--- config.mk ---
export PLATFORM = sky130hd
export DESIGN_NAME = pll_reset_supervisor
export DESIGN_NICKNAME = d
export VERILOG_FILES = /design/src/rtl/pll_reset_supervisor.sv
export SDC_FILE = /design/constraint.sdc
export NUM_CORES = 1
export LEC_CHECK = 0
export CAP_MARGIN = 20
export CORE_ASPECT_RATIO = 1.1
export CORE_MARGIN = 10
export CORE_UTILIZATION = 55
export DETAILED_ROUTE_END_ITERATION = 8
export PLACE_DENSITY = 0.83
export SYNTH_ARGS = -nofsm -noshare
export SYNTH_HDL_FRONTEND = slang
export SYNTH_SLANG_ARGS = --single-unit
--- constraint.sdc ---
create_clock -name i_clk -period 4.2 [get_ports i_clk]
set_clock_uncertainty 0.15 [all_clocks]
set_input_delay 1.05 -clock i_clk [delete_from_list [all_inputs] [get_ports i_clk]]
set_output_delay 1.05 -clock i_clk [all_outputs]
set_load 0.02 [all_outputs]
--- src/rtl/pll_reset_supervisor.sv ---
// pll_reset_supervisor: drives PLL reset, qualifies lock with timeout/retries,
// releases staggered domain resets and re-sequences on lock loss.
module pll_reset_supervisor #(
    parameter int N_OUT          = 2,
    parameter int PLL_RST_CYCLES = 16,
    parameter int LOCK_TIMEOUT   = 65535,
    parameter int STABLE_CYCLES  = 1024,
    parameter int STAGGER        = 8,
    parameter int MAX_RETRIES    = 3
) (
    input  logic             i_clk,
    input  logic             i_rst_n,
    input  logic             i_pll_locked,
    input  logic             i_soft_rst,
    output logic             o_pll_rst,
    output logic [N_OUT-1:0] o_rst_out,
    output logic             o_ready,
    output logic             o_fault,
    output logic [7:0]       o_retry_cnt
);
    function automatic int max2(input int a, input int b);
        return a > b ? a : b;
    endfunction

    localparam int REL_SPAN = STAGGER * (N_OUT - 1);
    localparam int MAXV     = max2(max2(PLL_RST_CYCLES, LOCK_TIMEOUT), max2(STABLE_CYCLES, REL_SPAN));
    localparam int CW       = $clog2(MAXV + 1);

    typedef enum logic [2:0] {
        S_RESET_PLL, S_WAIT_LOCK, S_STABLE, S_RELEASE, S_RUN, S_FAULT
    } state_t;

    state_t           r_state, w_state_nxt;
    logic [CW-1:0]    r_cnt, w_cnt_nxt;
    logic [1:0]       r_sync;
    logic             w_lock_s;
    logic [7:0]       r_retry, w_retry_nxt;
    logic             r_pll_rst, r_ready, r_fault;
    logic [N_OUT-1:0] r_rst_out, w_rst_out_nxt;

    assign w_lock_s    = r_sync[1];
    assign o_pll_rst   = r_pll_rst;
    assign o_rst_out   = r_rst_out;
    assign o_ready     = r_ready;
    assign o_fault     = r_fault;
    assign o_retry_cnt = r_retry;

    always_comb begin
        w_state_nxt = r_state;
        w_cnt_nxt   = '0;
        w_retry_nxt = r_retry;
        if (i_soft_rst) begin
            w_state_nxt = S_RESET_PLL;
            w_retry_nxt = '0;
        end else begin
            case (r_state)
                S_RESET_PLL:
                    if (r_cnt == CW'(PLL_RST_CYCLES - 1)) w_state_nxt = S_WAIT_LOCK;
                    else w_cnt_nxt = r_cnt + 1'b1;
                S_WAIT_LOCK:
                    if (w_lock_s) w_state_nxt = S_STABLE;
                    else if (r_cnt == CW'(LOCK_TIMEOUT - 1)) begin
                        if (r_retry < 8'(MAX_RETRIES)) begin
                            w_retry_nxt = r_retry + 8'd1;
                            w_state_nxt = S_RESET_PLL;
                        end else w_state_nxt = S_FAULT;
                    end else w_cnt_nxt = r_cnt + 1'b1;
                S_STABLE:
                    if (!w_lock_s) w_state_nxt = S_WAIT_LOCK;
                    else if (r_cnt == CW'(STABLE_CYCLES - 1)) w_state_nxt = (N_OUT == 1) ? S_RUN : S_RELEASE;
                    else w_cnt_nxt = r_cnt + 1'b1;
                S_RELEASE:
                    if (!w_lock_s) w_state_nxt = S_RESET_PLL;
                    else begin
                        // counter holds cycles elapsed since RST_OUT[0] fell
                        w_cnt_nxt = r_cnt + 1'b1;
                        if (w_cnt_nxt == CW'(REL_SPAN)) w_state_nxt = S_RUN;
                    end
                S_RUN:
                    if (!w_lock_s) w_state_nxt = S_RESET_PLL;
                default: ;
            endcase
        end
        if (w_state_nxt == S_RUN) w_retry_nxt = '0;
        w_rst_out_nxt = '1;
        for (int i = 0; i < N_OUT; i++)
            w_rst_out_nxt[i] = (w_state_nxt == S_RUN) ? 1'b0 :
                               (w_state_nxt == S_RELEASE) ? (w_cnt_nxt < CW'(STAGGER * i)) : 1'b1;
    end

    always_ff @(posedge i_clk or negedge i_rst_n) begin
        if (!i_rst_n) begin
            r_state   <= S_RESET_PLL;
            r_cnt     <= '0;
            r_sync    <= '0;
            r_retry   <= '0;
            r_pll_rst <= 1'b1;
            r_rst_out <= '1;
            r_ready   <= 1'b0;
            r_fault   <= 1'b0;
        end else begin
            r_state   <= w_state_nxt;
            r_cnt     <= w_cnt_nxt;
            r_sync    <= {r_sync[0], i_pll_locked};
            r_retry   <= w_retry_nxt;
            r_pll_rst <= (w_state_nxt == S_RESET_PLL) || (w_state_nxt == S_FAULT);
            r_rst_out <= w_rst_out_nxt;
            r_ready   <= w_state_nxt == S_RUN;
            r_fault   <= w_state_nxt == S_FAULT;
        end
    end
endmodule

# After elaboration in Yosys (flattened, before gate mapping)

Cells that the tools add are included.

Bits in registers: 34
Output and inout bits: 13

Multiplexer cells: 29
Add/subtract/negate cells: 2
Reductions and logical operators: 7
Eq/ne operators: 12
Order comparisons: 3

Operators by type and width:

| cell                                                  | number |
|---|---|
| two-way mux 16 bit                                    | 7 |
| one-hot mux 16 bit (4 select lines)                   | 1 |
| two-way mux 8 bit                                     | 6 |
| equality test 16 x 4 -> 1 bit, second input constant  | 2 |
| two-way mux 3 bit                                     | 10 |
| adder 16 x 1 -> 16 bit, second input constant         | 1 |
| equality test 16 x 10 -> 1 bit, second input constant | 1 |
| equality test 16 bit, second input constant           | 1 |
| < comparator 16 x 1 -> 1 bit, second input constant   | 1 |
| < comparator 16 x 4 -> 1 bit, second input constant   | 1 |
| one-hot mux 3 bit (5 select lines)                    | 1 |
| equality test 3 x 2 -> 1 bit, second input constant   | 3 |
| equality test 3 bit, second input constant            | 3 |
| nonzero test 3 bit                                    | 3 |
| adder 8 x 1 -> 8 bit, second input constant           | 1 |
| < comparator 8 x 2 -> 1 bit, second input constant    | 1 |
| zero test 3 bit                                       | 2 |
| two-way mux 1 bit                                     | 4 |
| AND reduction 4 bit                                   | 1 |
| equality test 3 x 1 -> 1 bit, second input constant   | 1 |
| != test 3 x 2 -> 1 bit, second input constant         | 1 |
| logical OR 1 bit                                      | 1 |

# Logic depth before layout (Yosys ltp)

Depth in word-level cells: 9
Gate-level depth with buffers: 10

# Worst setup path after synthesis

Ideal clock, no wire load.

Kind: reg2reg
From: reg r_cnt[0]
To: reg r_retry[2], in the netlist o_retry_cnt[2]
Arrival time: 2.524 ns
Library setup time: 0.137 ns
Path buffers: 0
Clock period less this slack: 2.811 ns
Cell stages (with the launch flop): 10
Setup slack: 1.389 ns
Data required time: 3.913 ns
Cell sequence: dfrtp_1 > ha_1 > nand4_2 > nor3_1 > xnor2_1 > nand4_1 > o31ai_4 > a31oi_4 > nor3_4 > nor3b_2

Cells in the longest elaborated chain, start to end: 9

Ends and longest elaborated chain:

| what                                                                                 | RTL line | source |
|---|---|---|
| from (decl)                                                                          | 34       | `logic [CW-1:0] r_cnt, w_cnt_nxt;` |
| from (signal assigned)                                                               | 103      | `r_cnt <= w_cnt_nxt;` |
| adder 16 x 1 -> 16 bit                                                               | 76       | `w_cnt_nxt = r_cnt + 1'b1;` |
| equality test 16 x 4 -> 1 bit                                                        | 77       | `if (w_cnt_nxt == CW'(REL_SPAN)) w_state_nxt = S_RUN;` |
| two-way mux 3 bit                                                                    | 77       |  |
| two-way mux 3 bit                                                                    | 73       | `if (!w_lock_s) w_state_nxt = S_RESET_PLL;` |
| one-hot mux 3 bit (5 select lines) *                                                 | 56       | `case (r_state)` |
| two-way mux 3 bit *                                                                  | 52       | `if (i_soft_rst) begin` |
| via w_state_nxt[0]                                                                   | 33       | `state_t r_state, w_state_nxt;` |
| equality test 3 bit *                                                                | 84       | `if (w_state_nxt == S_RUN) w_retry_nxt = '0;` |
| != test 3 x 2 -> 1 bit (no source line) / nonzero test 3 bit (equally long branches) | n/a      |  |
| AND reduction 4 bit (no source line)                                                 | n/a      |  |
| to (signal assigned)                                                                 | 105      | `r_retry <= w_retry_nxt;` |
| to (decl)                                                                            | 37       | `logic [7:0] r_retry, w_retry_nxt;` |

The timed path passes the listed nets; every way through them passes the cells marked *.
A chain may end at the register's enable or synchronous reset.

# Final worst setup path

From: reg r_cnt[0]
To: reg r_retry[7], in the netlist o_retry_cnt[7]

The elaborated chain is that of the path after synthesis.

==> flow_metrics.py <==
metrics = {
    "detailed_routing": {
        "drt_first_pass_iters": 4,
        "viasPerCell": 6.02,
        "first_iter_violations": 202,
        "drc": 0,
        "post_drt_wl_per_cell_um": 16.6,
        "dr_total_vias": 1506,
        "ant_nets": 0,
        "drt_wl_total_mm": 4.14,
    },
    "synthesis": {
        "synth_edf_count": 0,
        "yosys.area.top_type": "dfrtp_1",
        "ys_types": 50,
        "synth_area_um2": 1970,
        "synth_common_cells": "31 x dfrtp_1, 25 x nor2_1, 14 x xnor2_1, 10 x nand3_1, 8 x nand4_1",
        "yosysSeqAreaShare_pct": 43.4,
        "ys.warnings.count": 0,
        "synthTopCellsByArea": "dfrtp_1 39%, xnor2_1 6.2%, nor2_1 4.8%",
        "synth_ff_type": "dfrtp_1",
        "synth-seq-cells": 34,
        "synth_nets": 198,
        "netlist_instances": 191,
        "synth-async-reset-ratio_pct": 100,
        "syn_avg_cell_area_um2": 10.3,
        "yosysMostFrequentCell": "dfrtp_1",
        "synth.top_cell.area_share_pct": 39.4,
    },
    "floorplan": {
        "pin_count": 17,
        "initial_core_util_pct": 58.2,
        "rows": 22,
        "die_w_um": 77.1,
        "core_area_um2": 3390,
        "dieArea_um2": 6380,
        "fp.dieH_um": 82.8,
    },
    "pwr": {
        "p_leak_nw": 0.885,
        "max-vdd-ir-drop_mv": 0.230,
        "p_per_area_nw_per_um2": 276,
    },
    "hold_path": {
        "hold_depth": 0,
        "hp-class": "reg -> reg",
        "min-delay-start": "r_sync[0]",
        "holdPathEnd": "r_sync[1]",
    },
    "clock_tree": {
        "post_cts_resized": 0,
        "clk_pin_slew_worst_paths_ns": 0.12,
        "clk_latency_ns": 0.35,
        "cts_sinks": 34,
        "clock_path_buffers": 2,
        "cts_hold_buf": 0,
        "cts_tree": "done",
        "cts-root-buf": "clkbuf_4",
        "cts.htree.levels": 2,
        "cts_made_buffers": 5,
        "cts_setup_buffers": 0,
    },
    "setup_path": {
        "start_kind": "register",
        "reg2reg_depth": 9,
        "arrival_ns": 3.25,
        "cp-end-kind": "register",
        "crit_type": "reg -> reg",
        "r2r_end": "o_retry_cnt[7]",
        "cp_max_fo": 8,
        "r2r_start": "r_cnt[0]",
        "crit_start": "r_cnt[0]",
        "r2r_slack_ns": 1.00,
        "required_ns": 4.25,
    },
    "global_route": {
        "grt_max_degree": 20,
        "grt_util_all_layers_pct": 13.8,
        "antenna_found_initial": 0,
        "grt_pass1_wl_mm": 7.13,
        "gr-total-overflow": 0,
        "grt_pass1_vias": 1511,
    },
    "timing": {
        "tns_ns": 0,
        "whs_ns": 0.220,
        "hold_viol_final": 0,
        "relSlewSlack_pct": 52.3,
        "slew_viol_final": 0,
        "tightest_slew_ns": 0.713,
        "fin_crit_sh_pct": 76.1,
        "period_needed_ns": 3.20,
        "setup-violations-final": 0,
        "fmax_mhz": 313,
        "grt_setup_unrepaired": "false",
    },
    "finish": {
        "drive_gt1_share_pct": 17.3,
        "nNetsFinal": 208,
        "n_antenna_cell": 0,
        "area_growth_pct": 10.5,
    },
    "run": {
        "max-cap-violations": 0,
    },
    "run_status": {
        "status": "finished, final reports clean",
    },
    "placement": {
        "place.gp.congestion": 0.923,
        "portBuffers": 16,
        "hpwl_mm": 3.14,
    },
}
-- power breakdown --
group	internal [mW]	leakage (nW)	switching (mW)
clock	0.125	0.0374	0.118
sequential	0.331	0.458	0.00526
combinational	0.00702	0.390	0.0160
-- stage by stage --
| step | setup slack [ns] | instance area (um^2) | std cells | power [mW] | util [%] |
|---|---|---|---|---|---|
| 2_1_floorplan | 1.39 | 1970 | 191 | 0.352 | - |
| 3_3_place_gp | 1.09 | 2100 | 242 | 0.364 | 61.9 |
| 3_5_place_dp | 1.03 | 2100 | 242 | 0.366 | 61.9 |
| 4_1_cts | 1.02 | 2180 | 250 | 0.609 | 64.3 |
| 5_1_grt | 0.760 | 2180 | 250 | 0.626 | 64.3 |
| 6_report | 1.00 | 2180 | 250 | 0.602 | 64.3 |
-- area by class of cell --
class	instances	area, um^2
inverter	4	15.0
sequential	34	855
clock buffer	5	37.5
clock inverter	3	45.0
multi-input combinational	139	998
tap	48	60.1
fill	282	1210
timing repair buffer	17	168
-- logic make-up after synthesis --
| kind of cell | synth area share, % |
|---|---|
| fa+ha+maj | 1.90 |
| flops | 43.4 |
| buf+inv | 5.97 |
| xor+xnor | 8.00 |
| simple gates | 29.3 |
| mux | 0.508 |
| compound gates | 11.0 |
-- sequential cells by signal, summed over array words and instances (netlist names) --
| register | count |
|---|---|
| o_fault | 1 |
| o_pll_rst | 1 |
| o_ready | 1 |
| o_retry_cnt | 8 |
| o_rst_out | 2 |
| r_cnt | 16 |
| r_state | 3 |
| r_sync | 2 |
-- worst max-delay path, cell delays in order (launching register included) --
cell and delay, ns:
dfrtp_1 0.46, ha_1 0.31, nand4_2 0.19, nor3_1 0.32, xnor2_1 0.19, nand4_1 0.23, o31ai_4 0.38, a31oi_4 0.20
nor3_4 0.51, nor3b_2 0.09
-- routing by layer --
| metal | wire length, um | global-route usage, % | part of all wire (%) |
|---|---|---|---|
| met5 | 0 | 0 | 0 |
| met4 | 142 | 8.58 | 3.4 |
| met3 | 291 | 5.28 | 7.0 |
| met2 | 2020 | 22.8 | 49 |
| met1 | 1690 | 15.1 | 41 |
-- placed cells by master, fill, tap and decap left out, drive strengths merged, types with 2 or more instances in the layout --
cell type,instances
a31oi,3
and3,6
a211oi,2
nor3,13
nand4,9
or3,3
nor4,5
clkbuf,5
dfstp,3
clkdlybuf4s50,16
or4,2
ha,3
nand2,7
xnor2,14
inv,4
xor2,4
nand3,12
o21ai,2
clkinvlp,2
or2,2
nor3b,8
nor2,26
dfrtp,31
a21oi,4
o31ai,2
-- worst max-delay path by stage --
| stage | to | slack [ns] | depth (start not counted) |
|---|---|---|---|
| after floorplan | o_retry_cnt[2] | 1.39 | 9 |
| after global placement | o_rst_out[1] | 1.09 | 4 |
| after detailed placement | o_retry_cnt[3] | 1.03 | 5 |
| after CTS | o_retry_cnt[7] | 1.02 | 9 |
| after global routing | o_retry_cnt[7] | 0.76 | 9 |
| final | o_retry_cnt[7] | 1.00 | 9 |
Power figures use the tool's default switching activity.
